--- src/rtl/sparsa_tile_sched.sv ---
// Row sequencer for a line of sparse PEs: per-PE mask load, joint up/left beat streaming,
// MAC drain wait, finish strobe and a held result-valid handshake.
module sparsa_tile_sched #(
  parameter int Data_Width   = 32,
  parameter int Mask_Width   = 32,
  parameter int Index_Width  = $clog2(Mask_Width),
  parameter int Num_PE       = 4,
  parameter int Len_Width    = 16,
  parameter int Drain_Cycles = 8,
  parameter int PAD_INDEX    = Mask_Width - 1
) (
  input  logic                   clk,
  input  logic                   rst,
  input  logic                   start,
  input  logic [Len_Width-1:0]   len,
  output logic                   busy,
  output logic                   done,
  input  logic                   cfg_valid,
  output logic                   cfg_ready,
  input  logic [Mask_Width-1:0]  cfg_mask,
  output logic [Num_PE-1:0]      mask_conf,
  output logic [Mask_Width-1:0]  new_mask,
  input  logic                   up_valid,
  output logic                   up_ready,
  input  logic [Index_Width-1:0] up_index,
  input  logic [Data_Width-1:0]  up_data,
  input  logic                   le_valid,
  output logic                   le_ready,
  input  logic [Index_Width-1:0] le_index,
  input  logic [Data_Width-1:0]  le_data,
  output logic [Index_Width-1:0] index_o_up,
  output logic [Data_Width-1:0]  data_o_up,
  output logic [Index_Width-1:0] index_o_le,
  output logic [Data_Width-1:0]  data_o_le,
  output logic                   finish,
  output logic                   res_valid,
  input  logic                   res_ready
);

  localparam int PE_CW = (Num_PE > 1) ? $clog2(Num_PE) : 1;
  localparam int DCW   = $clog2(Drain_Cycles + 1);
  localparam logic [Index_Width-1:0] PAD_IDX  = Index_Width'(PAD_INDEX);
  localparam logic [Mask_Width-1:0]  PAD_MASK = ~(Mask_Width'(1) << PAD_INDEX);

  localparam logic [2:0] S_IDLE   = 3'd0;
  localparam logic [2:0] S_CONF   = 3'd1;
  localparam logic [2:0] S_STREAM = 3'd2;
  localparam logic [2:0] S_DRAIN  = 3'd3;
  localparam logic [2:0] S_FIN    = 3'd4;
  localparam logic [2:0] S_RESULT = 3'd5;

  logic [2:0]             r_state;
  logic [2:0]             w_next;
  logic [Len_Width-1:0]   r_remain;
  logic [PE_CW-1:0]       r_pe_cnt;
  logic [DCW-1:0]         r_drain;
  logic                   r_busy;
  logic                   r_done;
  logic                   r_finish;
  logic                   r_res_valid;
  logic [Num_PE-1:0]      r_mask_conf;
  logic [Mask_Width-1:0]  r_new_mask;
  logic [Index_Width-1:0] r_idx_up;
  logic [Index_Width-1:0] r_idx_le;
  logic [Data_Width-1:0]  r_dat_up;
  logic [Data_Width-1:0]  r_dat_le;
  logic                   w_cfg_fire;
  logic                   w_fire;

  assign w_cfg_fire = (r_state == S_CONF) && cfg_valid;
  // Both edges advance together so up/left beats never drift apart.
  assign w_fire     = (r_state == S_STREAM) && up_valid && le_valid;

  assign cfg_ready  = (r_state == S_CONF);
  assign up_ready   = w_fire;
  assign le_ready   = w_fire;

  always_comb begin
    w_next = r_state;
    case (r_state)
      S_IDLE:   if (start && !r_done) w_next = S_CONF;
      S_CONF:   if (w_cfg_fire && (r_pe_cnt == PE_CW'(Num_PE - 1)))
                  w_next = (r_remain != '0) ? S_STREAM : S_DRAIN;
      S_STREAM: if (w_fire && (r_remain == Len_Width'(1))) w_next = S_DRAIN;
      S_DRAIN:  if (r_drain == DCW'(1)) w_next = S_FIN;
      S_FIN:    w_next = S_RESULT;
      S_RESULT: if (res_ready) w_next = S_IDLE;
      default:  w_next = S_IDLE;
    endcase
  end

  always_ff @(posedge clk or negedge rst) begin
    if (!rst) begin
      r_state     <= S_IDLE;
      r_remain    <= '0;
      r_pe_cnt    <= '0;
      r_drain     <= '0;
      r_busy      <= 1'b0;
      r_done      <= 1'b0;
      r_finish    <= 1'b0;
      r_res_valid <= 1'b0;
      r_mask_conf <= '0;
      r_new_mask  <= '0;
      r_idx_up    <= PAD_IDX;
      r_idx_le    <= PAD_IDX;
      r_dat_up    <= '0;
      r_dat_le    <= '0;
    end else begin
      r_state     <= w_next;
      r_busy      <= (w_next != S_IDLE);
      r_done      <= (r_state == S_RESULT) && (w_next == S_IDLE);
      r_finish    <= (w_next == S_FIN);
      r_res_valid <= (w_next == S_RESULT);
      r_mask_conf <= w_cfg_fire ? (Num_PE'(1) << r_pe_cnt) : '0;

      if (w_cfg_fire) begin
        r_new_mask <= cfg_mask & PAD_MASK;
        r_pe_cnt   <= r_pe_cnt + PE_CW'(1);
      end

      if ((r_state == S_IDLE) && (w_next == S_CONF)) begin
        r_remain <= len;
        r_pe_cnt <= '0;
      end else if (w_fire) begin
        r_remain <= r_remain - Len_Width'(1);
      end

      if ((w_next == S_DRAIN) && (r_state != S_DRAIN))
        r_drain <= DCW'(Drain_Cycles);
      else if (r_state == S_DRAIN)
        r_drain <= r_drain - DCW'(1);

      r_idx_up <= w_fire ? up_index : PAD_IDX;
      r_idx_le <= w_fire ? le_index : PAD_IDX;
      r_dat_up <= w_fire ? up_data  : '0;
      r_dat_le <= w_fire ? le_data  : '0;
    end
  end

  assign busy       = r_busy;
  assign done       = r_done;
  assign finish     = r_finish;
  assign res_valid  = r_res_valid;
  assign mask_conf  = r_mask_conf;
  assign new_mask   = r_new_mask;
  assign index_o_up = r_idx_up;
  assign index_o_le = r_idx_le;
  assign data_o_up  = r_dat_up;
  assign data_o_le  = r_dat_le;

endmodule
--- config.mk ---
export PLATFORM = sky130hd
export DESIGN_NAME = sparsa_tile_sched
export DESIGN_NICKNAME = d
export VERILOG_FILES = /design/src/rtl/sparsa_tile_sched.sv
export SDC_FILE = /design/constraint.sdc
export NUM_CORES = 1
export LEC_CHECK = 0
export ABC_CLOCK_PERIOD_IN_PS = 2600
export CAP_MARGIN = 5
export CORE_MARGIN = 2
export CORE_UTILIZATION = 40
export CTS_CLUSTER_DIAMETER = 80
export DETAILED_ROUTE_END_ITERATION = 8
export HOLD_SLACK_MARGIN = 0.15
export PLACE_DENSITY = 0.78
export SLEW_MARGIN = 25
export SYNTH_ARGS = -nofsm -noshare
export SYNTH_HDL_FRONTEND = slang
export SYNTH_SLANG_ARGS = --single-unit
--- constraint.sdc ---
create_clock -name clk -period 2.6 [get_ports clk]
set_clock_uncertainty 0.05 [all_clocks]
set_input_delay 0.39 -clock clk [delete_from_list [all_inputs] [get_ports clk]]
set_output_delay 0.39 -clock clk [all_outputs]
set_load 0.005 [all_outputs]
==> summary.md, run 1 <==
| Metric | Value |
|---|---|
| Slew @ Worst Pin | `0.608 ns` |
| Initial antenna violation count | `0` |
| Remaining DRCs | `0` |
| Leakage | `about 0.0039 µW` |
| Total Wirelength | `around 13 mm` |
| Worst setup EP type | `output port` |
| Max Slew Vio Count | `0` |
| Layout cells sized above 1 | `between 10 and 15%` |
| Final WS setup | `about 0.13 ns` |
| Mapped Cells | `a little over 400` |
| Worst Hold Class | `reg2reg` |
| Post-layout net count | `a little under 800` |
| Fillers | `~1000` |
| Clock Sink Count | `about 140` |
| Top_reg_cell synth | `dfrtp_1` |
| Num rows | `42` |
| Clk pin slew, worst setup/hold paths | `roughly 0.050 ns` |
| Post-route design area | `roughly 8600 µm²` |
| Initial drt markers | `approximately 250` |
| Port bufs | `approximately 240` |
| Worst Path Required | `about 2.2 ns` |
| Worst path max stage delay | `around 0.55 ns` |
| Worst-Skew Late Latency | `just over 0.4 ns` |
| Ant diodes | `0` |
| Core Area | `around 13000 µm²` |
| Maximum vdd ir drop | `0.578 mV` |
| Crit Path Category | `reg2out` |
| Area Overhead vs Synth | `60.7%` |
| Vias | `slightly above 4000` |
| Syn Area/Cell | `about 13 µm²` |
| DP Worst Slack | `0.161 ns` |
| Outcome | `complete, no violations` |
| EDFF count, synth | `0` |
| Ys Warns | `0` |
| Setup violations, final | `0` |
| Vias in the first global route | `approximately 4300` |
| Sequential area share after synthesis | `about two thirds` |
| Final hold violations | `0` |
| Initial core utilization | `40.6%` |
| Synthesized area | `between 5000 and 6000 µm²` |
| Seq cells post-synth | `138` |
| CP startpoint kind | `register` |
| Yosys cell types | `between 50 and 60` |
| DPL Wire Length | `a little under 10 mm` |
| WP data arrival | `about 2 ns` |
| Die X | `around 120 µm` |
| Clk buf depth | `2` |
| Post-DRT Antenna Nets | `0` |
| Peak Freq | `just over 0.4 GHz` |
| CP cell instances | `nor2b_4, nand2_1, inv_1, clkdlybuf4s50_1` |
| Cts bufs inserted | `17` |
| Root Driver | `clkbuf_16` |
| First-pass GRT wire length | `about 22 mm` |
| Largest net degree at the start of global routing | `67` |
| Global placement routability congestion | `between 0.7 and 0.8` |
| Area after DPL | `7980 µm²` |
| Period Utilization, post-route | `95.0%` |
| Setup tns final | `0 ns` |
| Total track usage | `between 10% and 20%` |
| GRT overflow | `0` |
| Slowest cell on the critical path | `dfrtp_1` |
| DRT Pass-1 Iters | `6` |
| Slew HR | `between 50% and 60%` |
| Die H | `between 100 and 150 µm` |
| TritonCTS clock tree | `built` |
| Wire per inst | `about 16 µm` |
| RSZ-0062 raised after global routing | `false` |
| Ys async rst share | `100%` |
| Max-Cap Viols | `0` |
| Power per Cell Area | `899 nW/µm²` |
| Die footprint | `14300 µm²` |
| IO Pins | `~250` |
| Min Tclk post-route | `~2.5 ns` |
| CP max FO | `11` |
| Htree depth | `4` |
| Mapped Nets | `549` |
| Vias per inst | `just under 5` |
-- power breakdown --
group | switching, µW | internal, µW | total (µW)
clock network | 871 | 1480 | 2350
registers | 369 | 2650 | 3020
logic | 960 | 1380 | 2340
-- sequential cells by signal, summed over array words and instances, names as in the netlist --
register    cells
busy            1
data_o_le      32
data_o_up      32
done            1
finish          1
index_o_le      5
index_o_up      5
mask_conf       4
new_mask       31
r_drain         4
r_pe_cnt        2
r_remain       16
r_state         3
res_valid       1
-- final cells by class --
class,count,area [µm²],area share (%)
Clock buffer,20,467,5.44
Clock inverter,12,121,1.42
Inverter,7,26.3,0.306
Multi-Input combinational cell,238,1740,20.3
Sequential cell,138,3470,40.4
Tap cell,176,220,2.57
Timing Repair Buffer,255,2540,29.6
-- worst max-delay path: cells and delay by family (launching register included) --
kind | cells | cell delay (ns)
buffers and inverters | 2 | 0.71
flip-flops | 1 | 0.55
AND/OR/NAND/NOR | 2 | 0.35
-- synthesized netlist by cell type (5+ instances only) --
master | instances | area share (%)
nand2b_1 | 11 | 1.3
buf_2 | 7 | 0.66
xnor2_1 | 9 | 1.5
and3_1 | 66 | 7.7
inv_1 | 7 | 0.49
nand2_1 | 23 | 1.6
mux2_2 | 31 | 6.5
dfrtp_1 | 128 | 60
dfstp_2 | 10 | 4.9
o21ai_0 | 10 | 0.94
nor3_1 | 6 | 0.56
and2_1 | 5 | 0.59
clkbuf_1 | 18 | 1.3
ha_1 | 9 | 2.1
nor2_1 | 10 | 0.70
-- final timing paths --
check | from | to | slack, ns | cells past startpoint
worst max-delay path | r_state[1]$_DFF_PN0_ | up_ready | 0.13 | 4
worst max register to register | r_state[1]$_DFF_PN0_ | r_drain[3]$_DFFE_PN0P_ | 0.41 | 6
worst min register to register | new_mask[26]$_DFFE_PN0P_ | new_mask[26]$_DFFE_PN0P_ | 0.45 | 1
worst min-delay path | new_mask[26]$_DFFE_PN0P_ | new_mask[26]$_DFFE_PN0P_ | 0.45 | 1
max in group asynchronous | rst | data_o_up[16]$_DFF_PN0_ | 1.27 | 3
min in group asynchronous | rst | data_o_le[25]$_DFF_PN0_ | 0.50 | 2
-- per-stage QoR --
step	hold WS, ns	total power [µW]	cells	util (%)
2_1_floorplan	0.0444	4170	411	-
3_3_place_gp	0.358	5300	813	60.7
3_5_place_dp	0.373	5420	813	60.7
4_1_cts	0.432	7800	846	65.3
5_1_grt	0.436	8170	846	65.3
6_report	0.453	7710	846	65.3
-- timing repair --
item                                   in CTS  in global routing
setup buffers                               0                  0
hold buffers                                1                  0
endpoints found under the hold margin      54                  0
resized for setup                           0                  0
-- layout by cell type (no fill, tap or decap), types with 10 or more instances in the layout --
| master | synthesis | layout |
|---|---|---|
| and3_1 | 66 | 66 |
| buf_4 | 2 | 10 |
| clkbuf_16 | 0 | 17 |
| clkdlybuf4s50_1 | 0 | 242 |
| dfrtp_1 | 128 | 128 |
| dfstp_2 | 10 | 10 |
| mux2_2 | 31 | 31 |
| nand2_1 | 23 | 23 |
| nand2b_1 | 11 | 11 |
| nor2_1 | 10 | 10 |
| o21ai_0 | 10 | 10 |
-- logic make-up after synthesis --
| kind of cell | share of synthesized area, % |
|---|---|
| multiplexers | 6.92 |
| adder cells (fa/ha/maj) | 2.11 |
| AND/OR/NAND/NOR | 17.3 |
| XOR/XNOR | 1.97 |
| other | 0.0703 |
| AO/OA/AOI/OAI | 3.99 |
| buffers and inverters | 2.77 |
| flip-flops | 64.9 |
-- layer usage --
metal  share of wire (%)  wire length, µm  up-vias  global-route usage (%)
met5                   0                0        -                       0
met4                 3.1              403        0                    9.85
met3                 6.9              909       31                    6.46
met2                  51             6710      163                    31.9
met1                  39             5130     1986                    23.0
li1                    -                -     1923                       -
Power figures use the tool's default switching activity.
==> run 2, diff against run 1 <==
CORE_MARGIN = not set   (was 2)
SKIP_CTS_REPAIR_TIMING = 1   (was not set)
==> run 2 against run 1 <==
Effect of this change:
- die area fell by 3.3%
- clock power barely moved
- highest routed layer unchanged
- global-route usage rose by 0.58 points
- flip-flop and latch count did not move
- combinational power fell by 2%
- critical path depth did not move
==> summary.md, run 2 (same netlist as run 1, synthesis figures left out) <==
| Metric | Value |
|---|---|
| Worst-Skew Late Latency | `a little over 0.4 ns` |
| Port bufs | `between 200 and 250` |
| Initial drt markers | `roughly 170` |
| Worst Path Required | `about 2.2 ns` |
| Register Area | `between 3000 and 4000 µm²` |
| Global placement routability congestion | `around 0.8` |
| Core Area | `12800 µm²` |
| Area Overhead vs Synth | `60.2%` |
| CP startpoint kind | `register` |
| Footprint of the multi-input gates | `approximately 1700 µm²` |
| Num rows | `slightly above 40` |
| Initial antenna violation count | `0` |
| Die H | `roughly 120 µm` |
| Worst Hold Class | `in2async` |
| Max Slew Vio Count | `0` |
| Most common cell after layout, fill and taps aside | `clkdlybuf4s50_1` |
| Combinational Power Share | `~30%` |
| DRT Pass-1 Iters | `4` |
| Fillers | `a little under 1000` |
| Layout cells sized above 1 | `14.1%` |
| Vias in the first global route | `approximately 4300` |
| DP Worst Slack | `about 0.17 ns` |
| Wire per inst | `15.6 µm` |
| Crit Path Category | `reg2out` |
| Ant diodes | `0` |
| P_sw | `approximately 2200 µW` |
| Total Wirelength | `roughly 13 mm` |
| Final hold violations | `0` |
| Die X | `around 120 µm` |
| Clk buf depth | `2` |
| Post-layout net count | `794` |
| Setup violations, final | `0` |
| Htree depth | `4` |
| IO Pins | `approximately 250` |
| RSZ-0062 raised after global routing | `false` |
| Max-Cap Viols | `0` |
| Total track usage | `between 20 and 25%` |
| Peak Freq | `0.411 GHz` |
| Setup tns final | `0 ns` |
| Cts bufs inserted | `17` |
| Switch share | `28.1%` |
| Period Utilization, post-route | `a little over nine tenths` |
| First-pass GRT wire length | `~21 mm` |
| Cell-internal power | `between 5000 and 6000 µW` |
| WP data arrival | `~2.0 ns` |
| Largest net degree at the start of global routing | `80` |
| GRT overflow | `0` |
| DP Cell Count | `between 800 and 900` |
| DPL Wire Length | `approximately 9.5 mm` |
| Maximum vdd ir drop | `0.392 mV` |
| Power per Cell Area | `896 nW/µm²` |
| Initial core utilization | `41.6%` |
| Final WS setup | `~0.16 ns` |
| Fin cells | `841` |
| Vias | `~4000` |
| Clk pin slew, worst setup/hold paths | `~0.050 ns` |
| Vias per inst | `between 4 and 5` |
| Clock power frac | `between 30% and 40%` |
| TritonCTS clock tree | `built` |
| Most frequent cells in the layout | `clkdlybuf4s50_1 (242), dfrtp_1 (127), and3_1 (66), mux2_2 (31), nand2_1 (23)` |
| CP max FO | `16` |
| Post-DRT Antenna Nets | `0` |
| Seq pwr share | `between 30% and 40%` |
| Remaining DRCs | `0` |
| Outcome | `complete, no violations` |
| Root Driver | `clkbuf_16` |
| Min Tclk post-route | `approximately 2.4 ns` |
| Worst setup EP type | `output port` |
| Clock Sink Count | `138` |
| Leakage | `0.00391 µW` |
| Die footprint | `13800 µm²` |
==> run 2: changes by cell type in the layout (fill, tap and decap cells not counted), sizes merged <==
cell / delta
inv: -1
buf: -1
clkinvlp: -3
clkbuf: +4
==> run 2: final timing paths <==
check / startpoint / endpoint / slack, ns / cells past startpoint
hold / removal: rst / data_o_up[2]$_DFF_PN0_ / 0.40 / 2
setup / recovery: r_state[0]$_DFF_PN0_ / le_ready / 0.16 / 4
min in group clk: up_index[0] / index_o_up[0]$_DFF_PN1_ / 0.45 / 2
setup reg to reg: r_state[1]$_DFF_PN0_ / r_drain[1]$_DFFE_PN0P_ / 0.50 / 6
hold reg to reg: new_mask[26]$_DFFE_PN0P_ / new_mask[26]$_DFFE_PN0P_ / 0.45 / 1
max in group asynchronous: rst / index_o_up[4]$_DFF_PN1_ / 1.32 / 3
==> run 2: area by class of cell <==
class                   count  area share [%]
multi-input cells         238            20.3
repair buffers            254            29.6
inverters                   7           0.307
well taps                 172            2.52
flip-flops and latches    138            40.5
clock buffers              24            5.63
clock inverters             8            1.10
==> run 2: per-layer routing <==
metal  global-route usage (%)  wire (µm)
met1                     22.4       5200
met2                     34.1       6640
met3                     6.93        876
met4                     9.94        399
met5                        0          0
==> run 2: through the flow <==
step           hold WS, ns  utilization (%)  total power [µW]  instance area (µm²)
2_1_floorplan       0.0444                -              4170                 5340
3_3_place_gp         0.262             62.1              5290                 7970
3_5_place_dp         0.274             62.1              5390                 7970
4_1_cts             -0.173             66.6              7750                 8540
5_1_grt              0.416             66.7              8120                 8550
6_report             0.404             66.7              7660                 8550
==> run 2: power groups by stage <==
stage	sequential [µW]	combinational [µW]	clock, µW
2_1_floorplan	3010	1170	0
3_3_place_gp	3030	2250	0
3_5_place_dp	3070	2320	0
4_1_cts	3030	2330	2380
5_1_grt	3110	2530	2480
6_report	3030	2300	2320
==> run 2: critical path, cell delays in order (launching register included) <==
cell and delay [ns]:
dfrtp_2 0.50, and3b_1 0.30, nand2_1 0.13, inv_2 0.12, clkdlybuf4s50_1 0.52
